File: config.mk
export PLATFORM = sky130hd
export DESIGN_NAME = tlb_op_seq
export DESIGN_NICKNAME = d
export VERILOG_FILES = /design/src/rtl/tlb_op_seq_pkg.sv /design/src/rtl/tlb_op_seq_inv_match.sv /design/src/rtl/tlb_op_seq.sv
export SDC_FILE = /design/constraint.sdc
export NUM_CORES = 1
export LEC_CHECK = 0
export BUFFER_PORTS_ARGS = -buffer_cell sky130_fd_sc_hd__clkbuf_2
export CORE_AREA = 2 2 95 97
export DETAILED_ROUTE_END_ITERATION = 7
export DIE_AREA = 0 0 97 99
export MAX_ROUTING_LAYER = met4
export PLACE_DENSITY = 0.83
export SYNTH_ARGS = -nofsm -noshare
export SYNTH_HDL_FRONTEND = slang
export SYNTH_SLANG_ARGS = --single-unit
File: constraint.sdc
create_clock -name clk -period 2.9 [get_ports clk]
set_input_delay 0.725 -clock clk [delete_from_list [all_inputs] [get_ports clk]]
set_output_delay 0.725 -clock clk [all_outputs]
set_load 0.02 [all_outputs]
File: src/rtl/tlb_op_seq_pkg.sv
// -----------------------------------------------------------------------------
// tlb_op_seq_pkg
// Shared definitions for the TLB-maintenance sequencer (the cpuDefine set):
// TLB geometry, the TlbOp encoding presented by writeback, the INVTLB op
// field constants and the sequencer state encoding.
// -----------------------------------------------------------------------------
package tlb_op_seq_pkg;

    localparam int TLBNUM     = 16;
    localparam int TLBNUMSIZE = 4;

    typedef enum logic [2:0] {
        TLBOP_SRCH = 3'd0,
        TLBOP_RD   = 3'd1,
        TLBOP_WR   = 3'd2,
        TLBOP_FILL = 3'd3,
        TLBOP_INV  = 3'd4
    } tlb_op_e;

    // INVTLB op field values
    localparam logic [4:0] INVTLB_ALL0         = 5'd0;
    localparam logic [4:0] INVTLB_ALL1         = 5'd1;
    localparam logic [4:0] INVTLB_G1           = 5'd2;
    localparam logic [4:0] INVTLB_G0           = 5'd3;
    localparam logic [4:0] INVTLB_G0_ASID      = 5'd4;
    localparam logic [4:0] INVTLB_G0_ASID_VA   = 5'd5;
    localparam logic [4:0] INVTLB_GASID_VA     = 5'd6;
    localparam logic [4:0] INVTLB_OP_MAX       = 5'd6;

    typedef enum logic [2:0] {
        ST_IDLE,
        ST_SRCH,
        ST_SRCH_WB,
        ST_RD,
        ST_RD_WB,
        ST_WR,
        ST_INV_WALK,
        ST_DONE
    } state_e;

endpackage

File: src/rtl/tlb_op_seq_inv_match.sv
// -----------------------------------------------------------------------------
// tlb_inv_match
// Combinational INVTLB match predicate for one TLB entry.
// Ports:
//   inv_op_i, inv_asid_i, inv_va_i   : INVTLB operands
//   entry_g_i, entry_asid_i,
//   entry_vppn_i, entry_ps_i         : fields of the entry under test
//   match_o                          : entry selected by this INVTLB op
// The entry valid bit is not considered here; the caller qualifies with E.
// -----------------------------------------------------------------------------
module tlb_inv_match
    import tlb_op_seq_pkg::*;
(
    input  logic [4:0]  inv_op_i,
    input  logic [9:0]  inv_asid_i,
    input  logic [31:0] inv_va_i,
    input  logic        entry_g_i,
    input  logic [9:0]  entry_asid_i,
    input  logic [18:0] entry_vppn_i,
    input  logic [5:0]  entry_ps_i,
    output logic        match_o
);

    logic asid_eq;
    logic va_eq;
    logic unused_va_low;

    // Page offset bits never take part in the VA compare.
    assign unused_va_low = ^inv_va_i[12:0];

    assign asid_eq = (entry_asid_i == inv_asid_i);
    // 4 MB pages (ps == 21) ignore the low 9 VPPN bits.
    assign va_eq   = (entry_vppn_i[18:9] == inv_va_i[31:22]) &&
                     ((entry_ps_i == 6'd21) || (entry_vppn_i[8:0] == inv_va_i[21:13]));

    always_comb begin
        match_o = 1'b0;
        case (inv_op_i)
            INVTLB_ALL0,
            INVTLB_ALL1:       match_o = 1'b1;
            INVTLB_G1:         match_o = entry_g_i;
            INVTLB_G0:         match_o = ~entry_g_i;
            INVTLB_G0_ASID:    match_o = ~entry_g_i & asid_eq;
            INVTLB_G0_ASID_VA: match_o = ~entry_g_i & asid_eq & va_eq;
            INVTLB_GASID_VA:   match_o = (entry_g_i | asid_eq) & va_eq;
            default:           match_o = 1'b0;
        endcase
    end

endmodule

File: src/rtl/tlb_op_seq.sv
// -----------------------------------------------------------------------------
// tlb_op_seq
// Writeback-stage sequencer for TLBSRCH / TLBRD / TLBWR / TLBFILL / INVTLB.
// Accepts one op when idle, drives the TLB search/read/write/invalidate ports
// in a fixed order, emits the CSR strobes (s1e, re) and a done pulse with a
// pc+4 refetch request (or ine_exc for an illegal INVTLB op). busy stalls WB.
// Ports:
//   clk, resetn (async, active low)
//   op_valid/op_type/inv_op/inv_asid/inv_va : op from WB; op_ready, busy
//   csr_asid/csr_vppn/csr_index             : CSR operands
//   s1_*                                    : search port and CSR writeback
//   r_index/re, we/w_index                  : read / write ports
//   inv_rd_index, inv_entry_*, inv_clr*     : invalidate walk
//   done, refetch, ine_exc                  : completion
// Build option: define TLB_FILL_LFSR_EN to pick the TLBFILL index from a
// 16-bit LFSR instead of the default free-running up-counter.
// -----------------------------------------------------------------------------
module tlb_op_seq
    import tlb_op_seq_pkg::*;
(
    input  logic                  clk,
    input  logic                  resetn,
    input  logic                  op_valid,
    input  logic [2:0]            op_type,
    input  logic [4:0]            inv_op,
    input  logic [9:0]            inv_asid,
    input  logic [31:0]           inv_va,
    output logic                  op_ready,
    output logic                  busy,
    input  logic [9:0]            csr_asid,
    input  logic [18:0]           csr_vppn,
    input  logic [TLBNUMSIZE-1:0] csr_index,
    output logic                  s1_req,
    output logic [18:0]           s1_vppn,
    output logic [9:0]            s1_asid,
    input  logic                  s1_found,
    input  logic [TLBNUMSIZE-1:0] s1_hit_index,
    output logic                  s1e,
    output logic [TLBNUMSIZE-1:0] s1_index,
    output logic                  s1_ne,
    output logic [TLBNUMSIZE-1:0] r_index,
    output logic                  re,
    output logic                  we,
    output logic [TLBNUMSIZE-1:0] w_index,
    output logic [TLBNUMSIZE-1:0] inv_rd_index,
    input  logic                  inv_entry_e,
    input  logic                  inv_entry_g,
    input  logic [9:0]            inv_entry_asid,
    input  logic [18:0]           inv_entry_vppn,
    input  logic [5:0]            inv_entry_ps,
    output logic                  inv_clr,
    output logic [TLBNUMSIZE-1:0] inv_clr_index,
    output logic                  done,
    output logic                  refetch,
    output logic                  ine_exc
);

    state_e                  state_q, state_d;
    logic [TLBNUMSIZE-1:0]   i_q, i_d;
    logic [TLBNUMSIZE-1:0]   idx_q, idx_d;
    logic [4:0]              inv_op_q, inv_op_d;
    logic [9:0]              inv_asid_q, inv_asid_d;
    logic [31:0]             inv_va_q, inv_va_d;
    logic                    ine_q, ine_d;
    logic [18:0]             s1_vppn_q, s1_vppn_d;
    logic [9:0]              s1_asid_q, s1_asid_d;
    // Holds op_ready low while reset is asserted so every output reads 0.
    logic                    run_q;
    logic [TLBNUMSIZE-1:0]   fill_idx;
    logic                    match;

`ifdef TLB_FILL_LFSR_EN
    logic [15:0] lfsr_q, lfsr_d;

    // Fibonacci LFSR, taps 16,14,13,11
    assign lfsr_d   = {lfsr_q[14:0], lfsr_q[15] ^ lfsr_q[13] ^ lfsr_q[12] ^ lfsr_q[10]};
    assign fill_idx = lfsr_q[TLBNUMSIZE-1:0];

    always_ff @(posedge clk or negedge resetn) begin
        if (!resetn) lfsr_q <= 16'hACE1;
        else         lfsr_q <= lfsr_d;
    end
`else
    logic [TLBNUMSIZE-1:0] fill_q, fill_d;

    assign fill_d   = fill_q + 1'b1;
    assign fill_idx = fill_q;

    always_ff @(posedge clk or negedge resetn) begin
        if (!resetn) fill_q <= '0;
        else         fill_q <= fill_d;
    end
`endif

    tlb_inv_match u_match (
        .inv_op_i     (inv_op_q),
        .inv_asid_i   (inv_asid_q),
        .inv_va_i     (inv_va_q),
        .entry_g_i    (inv_entry_g),
        .entry_asid_i (inv_entry_asid),
        .entry_vppn_i (inv_entry_vppn),
        .entry_ps_i   (inv_entry_ps),
        .match_o      (match)
    );

    always_ff @(posedge clk or negedge resetn) begin
        if (!resetn) begin
            state_q    <= ST_IDLE;
            run_q      <= 1'b0;
            i_q        <= '0;
            idx_q      <= '0;
            inv_op_q   <= '0;
            inv_asid_q <= '0;
            inv_va_q   <= '0;
            ine_q      <= 1'b0;
            s1_vppn_q  <= '0;
            s1_asid_q  <= '0;
        end else begin
            state_q    <= state_d;
            run_q      <= 1'b1;
            i_q        <= i_d;
            idx_q      <= idx_d;
            inv_op_q   <= inv_op_d;
            inv_asid_q <= inv_asid_d;
            inv_va_q   <= inv_va_d;
            ine_q      <= ine_d;
            s1_vppn_q  <= s1_vppn_d;
            s1_asid_q  <= s1_asid_d;
        end
    end

    always_comb begin
        state_d    = state_q;
        i_d        = i_q;
        idx_d      = idx_q;
        inv_op_d   = inv_op_q;
        inv_asid_d = inv_asid_q;
        inv_va_d   = inv_va_q;
        ine_d      = ine_q;
        s1_vppn_d  = s1_vppn_q;
        s1_asid_d  = s1_asid_q;
        case (state_q)
            ST_IDLE: begin
                if (op_valid && op_ready) begin
                    ine_d = 1'b0;
                    case (op_type)
                        TLBOP_SRCH: begin
                            state_d   = ST_SRCH;
                            s1_vppn_d = csr_vppn;
                            s1_asid_d = csr_asid;
                        end
                        TLBOP_RD: begin
                            state_d = ST_RD;
                            idx_d   = csr_index;
                        end
                        TLBOP_WR: begin
                            state_d = ST_WR;
                            idx_d   = csr_index;
                        end
                        TLBOP_FILL: begin
                            state_d = ST_WR;
                            idx_d   = fill_idx;
                        end
                        TLBOP_INV: begin
                            inv_op_d   = inv_op;
                            inv_asid_d = inv_asid;
                            inv_va_d   = inv_va;
                            i_d        = '0;
                            if (inv_op > INVTLB_OP_MAX) begin
                                state_d = ST_DONE;
                                ine_d   = 1'b1;
                            end else begin
                                state_d = ST_INV_WALK;
                            end
                        end
                        default: state_d = ST_IDLE;
                    endcase
                end
            end
            ST_SRCH:    state_d = ST_SRCH_WB;
            ST_SRCH_WB: state_d = ST_DONE;
            ST_RD:      state_d = ST_RD_WB;
            ST_RD_WB:   state_d = ST_DONE;
            ST_WR:      state_d = ST_DONE;
            ST_INV_WALK: begin
                i_d = i_q + 1'b1;
                if (i_q == TLBNUMSIZE'(TLBNUM - 1)) state_d = ST_DONE;
            end
            ST_DONE:    state_d = ST_IDLE;
            default:    state_d = ST_IDLE;
        endcase
    end

    // All strobes decode from the registered state only.
    always_comb begin
        op_ready      = (state_q == ST_IDLE) && run_q;
        busy          = (state_q != ST_IDLE);
        s1_req        = (state_q == ST_SRCH);
        s1e           = (state_q == ST_SRCH_WB);
        s1_index      = s1e ? s1_hit_index : '0;
        s1_ne         = s1e & ~s1_found;
        re            = (state_q == ST_RD_WB);
        r_index       = ((state_q == ST_RD) || re) ? idx_q : '0;
        we            = (state_q == ST_WR);
        w_index       = we ? idx_q : '0;
        inv_rd_index  = (state_q == ST_INV_WALK) ? i_q : '0;
        inv_clr       = (state_q == ST_INV_WALK) & match & inv_entry_e;
        inv_clr_index = inv_rd_index;
        done          = (state_q == ST_DONE);
        refetch       = done & ~ine_q;
        ine_exc       = done & ine_q;
    end

    assign s1_vppn = s1_vppn_q;
    assign s1_asid = s1_asid_q;

endmodule

==> flow_metrics.env <==
export IMPL_outcome="completed"
export IMPL_synth_common_cells="114 x nand2_1, 80 x dfrtp_1, 24 x xnor2_1"
export IMPL_synth_most_common_cell="nand2_1"
export IMPL_via_count=3172
export IMPL_seqPwrFrac_pct=44.9
export IMPL_synthArstFlopShare_pct=100.0
export IMPL_path_clk_slew_ps=80
export IMPL_fillers=764
export IMPL_intPower_w=0.002237
export IMPL_wl_per_cell_um=13.36
export IMPL_layout_nets=677
export IMPL_fin_ws_ps=93.45
export IMPL_clk_latency_ps=340
export IMPL_arrival_ps=2080
export IMPL_end_kind="output port"
export IMPL_yosysTopAreaCell="dfrtp_1"
export IMPL_cpLargestDelayFamily="simple AND/OR/NAND/NOR gates"
export IMPL_min_period_ps=2807
export IMPL_h_tree_depth=3
export IMPL_grt_total_usage_pct=19.21
export IMPL_vias_per_cell=4.806
export IMPL_stdcell_count=660
export IMPL_fin_area_sq_um=5017
export IMPL_finalHoldViolCount=0
export IMPL_maxCapViolations=0
export IMPL_power_frac_comb_pct=31.6
export IMPL_start_kind="input port"
export IMPL_ff2ff_setup_slack_ps=740
export IMPL_place_area_sq_um=4793
export IMPL_finalSetupViolCount=0
export IMPL_antenna_cells=0
export IMPL_place_port_buffers=174
export IMPL_cp_slowest_cell="or4_4"
export IMPL_place_ws_ps=9.587
export IMPL_reg2reg_depth=4
export IMPL_die_w_um=97
export IMPL_leakage_nw=2.800
export IMPL_p_clk_share_pct=23.6
export IMPL_wirelength_um=8817
export IMPL_syn_inst=379
export IMPL_reg2reg_to="ine_q"
export IMPL_rsz0062_at_grt="no"
export IMPL_timing_rr_start="state_q[0]"
export IMPL_cts_buffers=9
export IMPL_crit_buf_inv=2
export IMPL_drtIter0Drc=52
export IMPL_finalClockSkew_ps=11.06
export IMPL_synth_area_sq_um=3862
export IMPL_required_ps=2170
export IMPL_place_gp_congestion=0.8232
export IMPL_crit_path_max_incr_delay_ps=540
export IMPL_post_cts_buffers=0
export IMPL_die_y_um=99
export IMPL_grt_pass1_vias=3186
export IMPL_cts_tree="built"
export IMPL_finalSetupTns_ps=0
export IMPL_ys_warn_count=0
export IMPL_yosys_top_cells_area="dfrtp_1 52%, nand2_1 11%, mux2_2 5.5%"
export IMPL_worstPathMaxFanout=2
export IMPL_seq_area_frac_synth_pct=51.83
export IMPL_ir_worst_vdd_uv=426.8
export IMPL_syn_num_nets=509
export IMPL_p_sw_w=0.001208
export IMPL_worstSetupPathType="in -> out"
export IMPL_area_growth_pct=29.90
export IMPL_initial_core_util_pct=45.17
export IMPL_tightest_slew_ps=1231
export IMPL_cp_startpoint="inv_entry_asid[8]"
export IMPL_power_density_nw_per_um2=686.7
export IMPL_drtPass1Iterations=4
export IMPL_synth_edf_count=0
export IMPL_clock_sinks=80
export IMPL_rows=34
export IMPL_post_route_period_util_pct=96.78
export IMPL_drive_gt1_share_pct=41.49
export IMPL_placed_cells=644
export IMPL_dp_hpwl_um=6856
export IMPL_die_area_sq_um=9603
export IMPL_synth_distinct_cells=45
export IMPL_fmax_mhz=356.3
export IMPL_path_cells="clkbuf_2, xor2_1, or4_4, nor3_2, o2111ai_1, o21ai_1, buf_4"
export IMPL_drc_errors=0
export IMPL_grt_pass1_wl_um=14490
export IMPL_report_final_slew_viol_count=0
export IMPL_ant_nets=0
export IMPL_p_sw_share_pct=35.07
export IMPL_grt_overflow_total=0
export IMPL_synth_avg_cell_area_sq_um=10.19
export IMPL_cts_hold_buf=0
export IMPL_ys_seq_elements=80
export IMPL_max_slew_margin_pct=17.94
export IMPL_hold_class="in -> async"
export IMPL_antenna_found_initial=0
export IMPL_grt_max_degree=51
export IMPL_core_area_sq_um=8551
export IMPL_synthFlopType="dfrtp_1"
export IMPL_clock_root_buffer="clkbuf_8"
export IMPL_yosysTopAreaCellShare_pct=51.83
export IMPL_io_pins=188
export IMPL_clockBufferDepth=2
[stage by stage]
| step | hold slack [ps] | utilization [%] | power, W |
|---|---|---|---|
| final | 395.4 | 58.68 | 0.003445 |
| after global routing | 428.8 | 58.68 | 0.003669 |
| after CTS | 406.7 | 58.40 | 0.003485 |
| after detailed placement | 469.2 | 56.06 | 0.002657 |
| after global placement | 460.3 | 56.06 | 0.002607 |
| after floorplan | 429.4 | - | 0.002304 |
[cells in the final DEF, fill, tap and decap left out, drive strengths merged, types with 2 or more instances in the layout]
master	instances
xor2	11
nand3	9
inv	3
mux2i	3
or2	2
buf	5
nor3b	4
nor4	4
xnor2	24
dfrtp	80
clkinv	3
ha	2
mux2	29
clkbuf	183
a31oi	2
nor2b	3
nor3	4
nand3b	2
nand2b	2
and2	19
nand2	114
nor2	12
a21oi	7
o21ai	8
nand4	3
[power by group through the flow]
stage	combinational [W]	clock [W]	sequential [W]
after floorplan	0.000731	0	0.00157
after global placement	0.00106	0	0.00155
after detailed placement	0.00109	0	0.00157
after CTS	0.00110	0.000843	0.00155
after global routing	0.00120	0.000890	0.00158
final	0.00109	0.000812	0.00155
[cells by family after synthesis]
| family | after synthesis | share of synthesized area [%] |
|---|---|---|
| and+or+nand+nor | 184 | 22.42 |
| adders and majority gates | 2 | 0.6478 |
| xor gates and xnor gates | 35 | 7.936 |
| muxes | 32 | 10.20 |
| DFF | 80 | 51.83 |
| other | 1 | 0.09709 |
| buffers and inverters | 23 | 3.531 |
| AOI/OAI and AO/OA | 22 | 3.336 |
[sequential cells by signal, indices dropped and copies added (netlist names)]
| register | flops |
|---|---|
| inv_op_q | 5 |
| inv_va_q | 19 |
| s1_vppn | 19 |
| run_q | 1 |
| inv_asid_q | 10 |
| fill_idx | 4 |
| state_q | 3 |
| idx_q | 4 |
| s1_asid | 10 |
| i_q | 4 |
| ine_q | 1 |
[layout make-up]
cell class / count / area [sq um] / share of cell area [%]
Sequential cell: 80 / 2002 / 39.90
Tap cell: 108 / 135.1 / 2.693
Timing Repair Buffer: 177 / 923.4 / 18.40
Clock buffer: 11 / 141.4 / 2.818
Clock inverter: 5 / 56.30 / 1.122
Multi-Input combinational cell: 276 / 1748 / 34.84
Inverter: 3 / 11.26 / 0.2244
[timing repair]
item,CTS,global route
resized for setup,1,6
endpoints found under the setup margin,1,1
pin swaps,0,3
[worst max-delay path by stage]
stage / end / slack (ps) / cells after the start
6_report: inv_clr / 90 / 7
2_1_floorplan: inv_clr / 150 / 5
4_1_cts: inv_clr / 1 / 7
3_3_place_gp: inv_clr / 6 / 7
5_1_grt: inv_clr / 40 / 7
3_5_place_dp: inv_clr / 10 / 7
[per-layer routing]
layer / routed length, um / share of wire (%) / track usage (%)
met2: 4520 / 51 / 33.39
met3: 460 / 5.2 / 5.106
met4: 87 / 0.99 / 4.875
met5: 0 / 0 / -
met1: 3748 / 43 / 22.25
No activity file was read; power rests on OpenSTA's default activity.
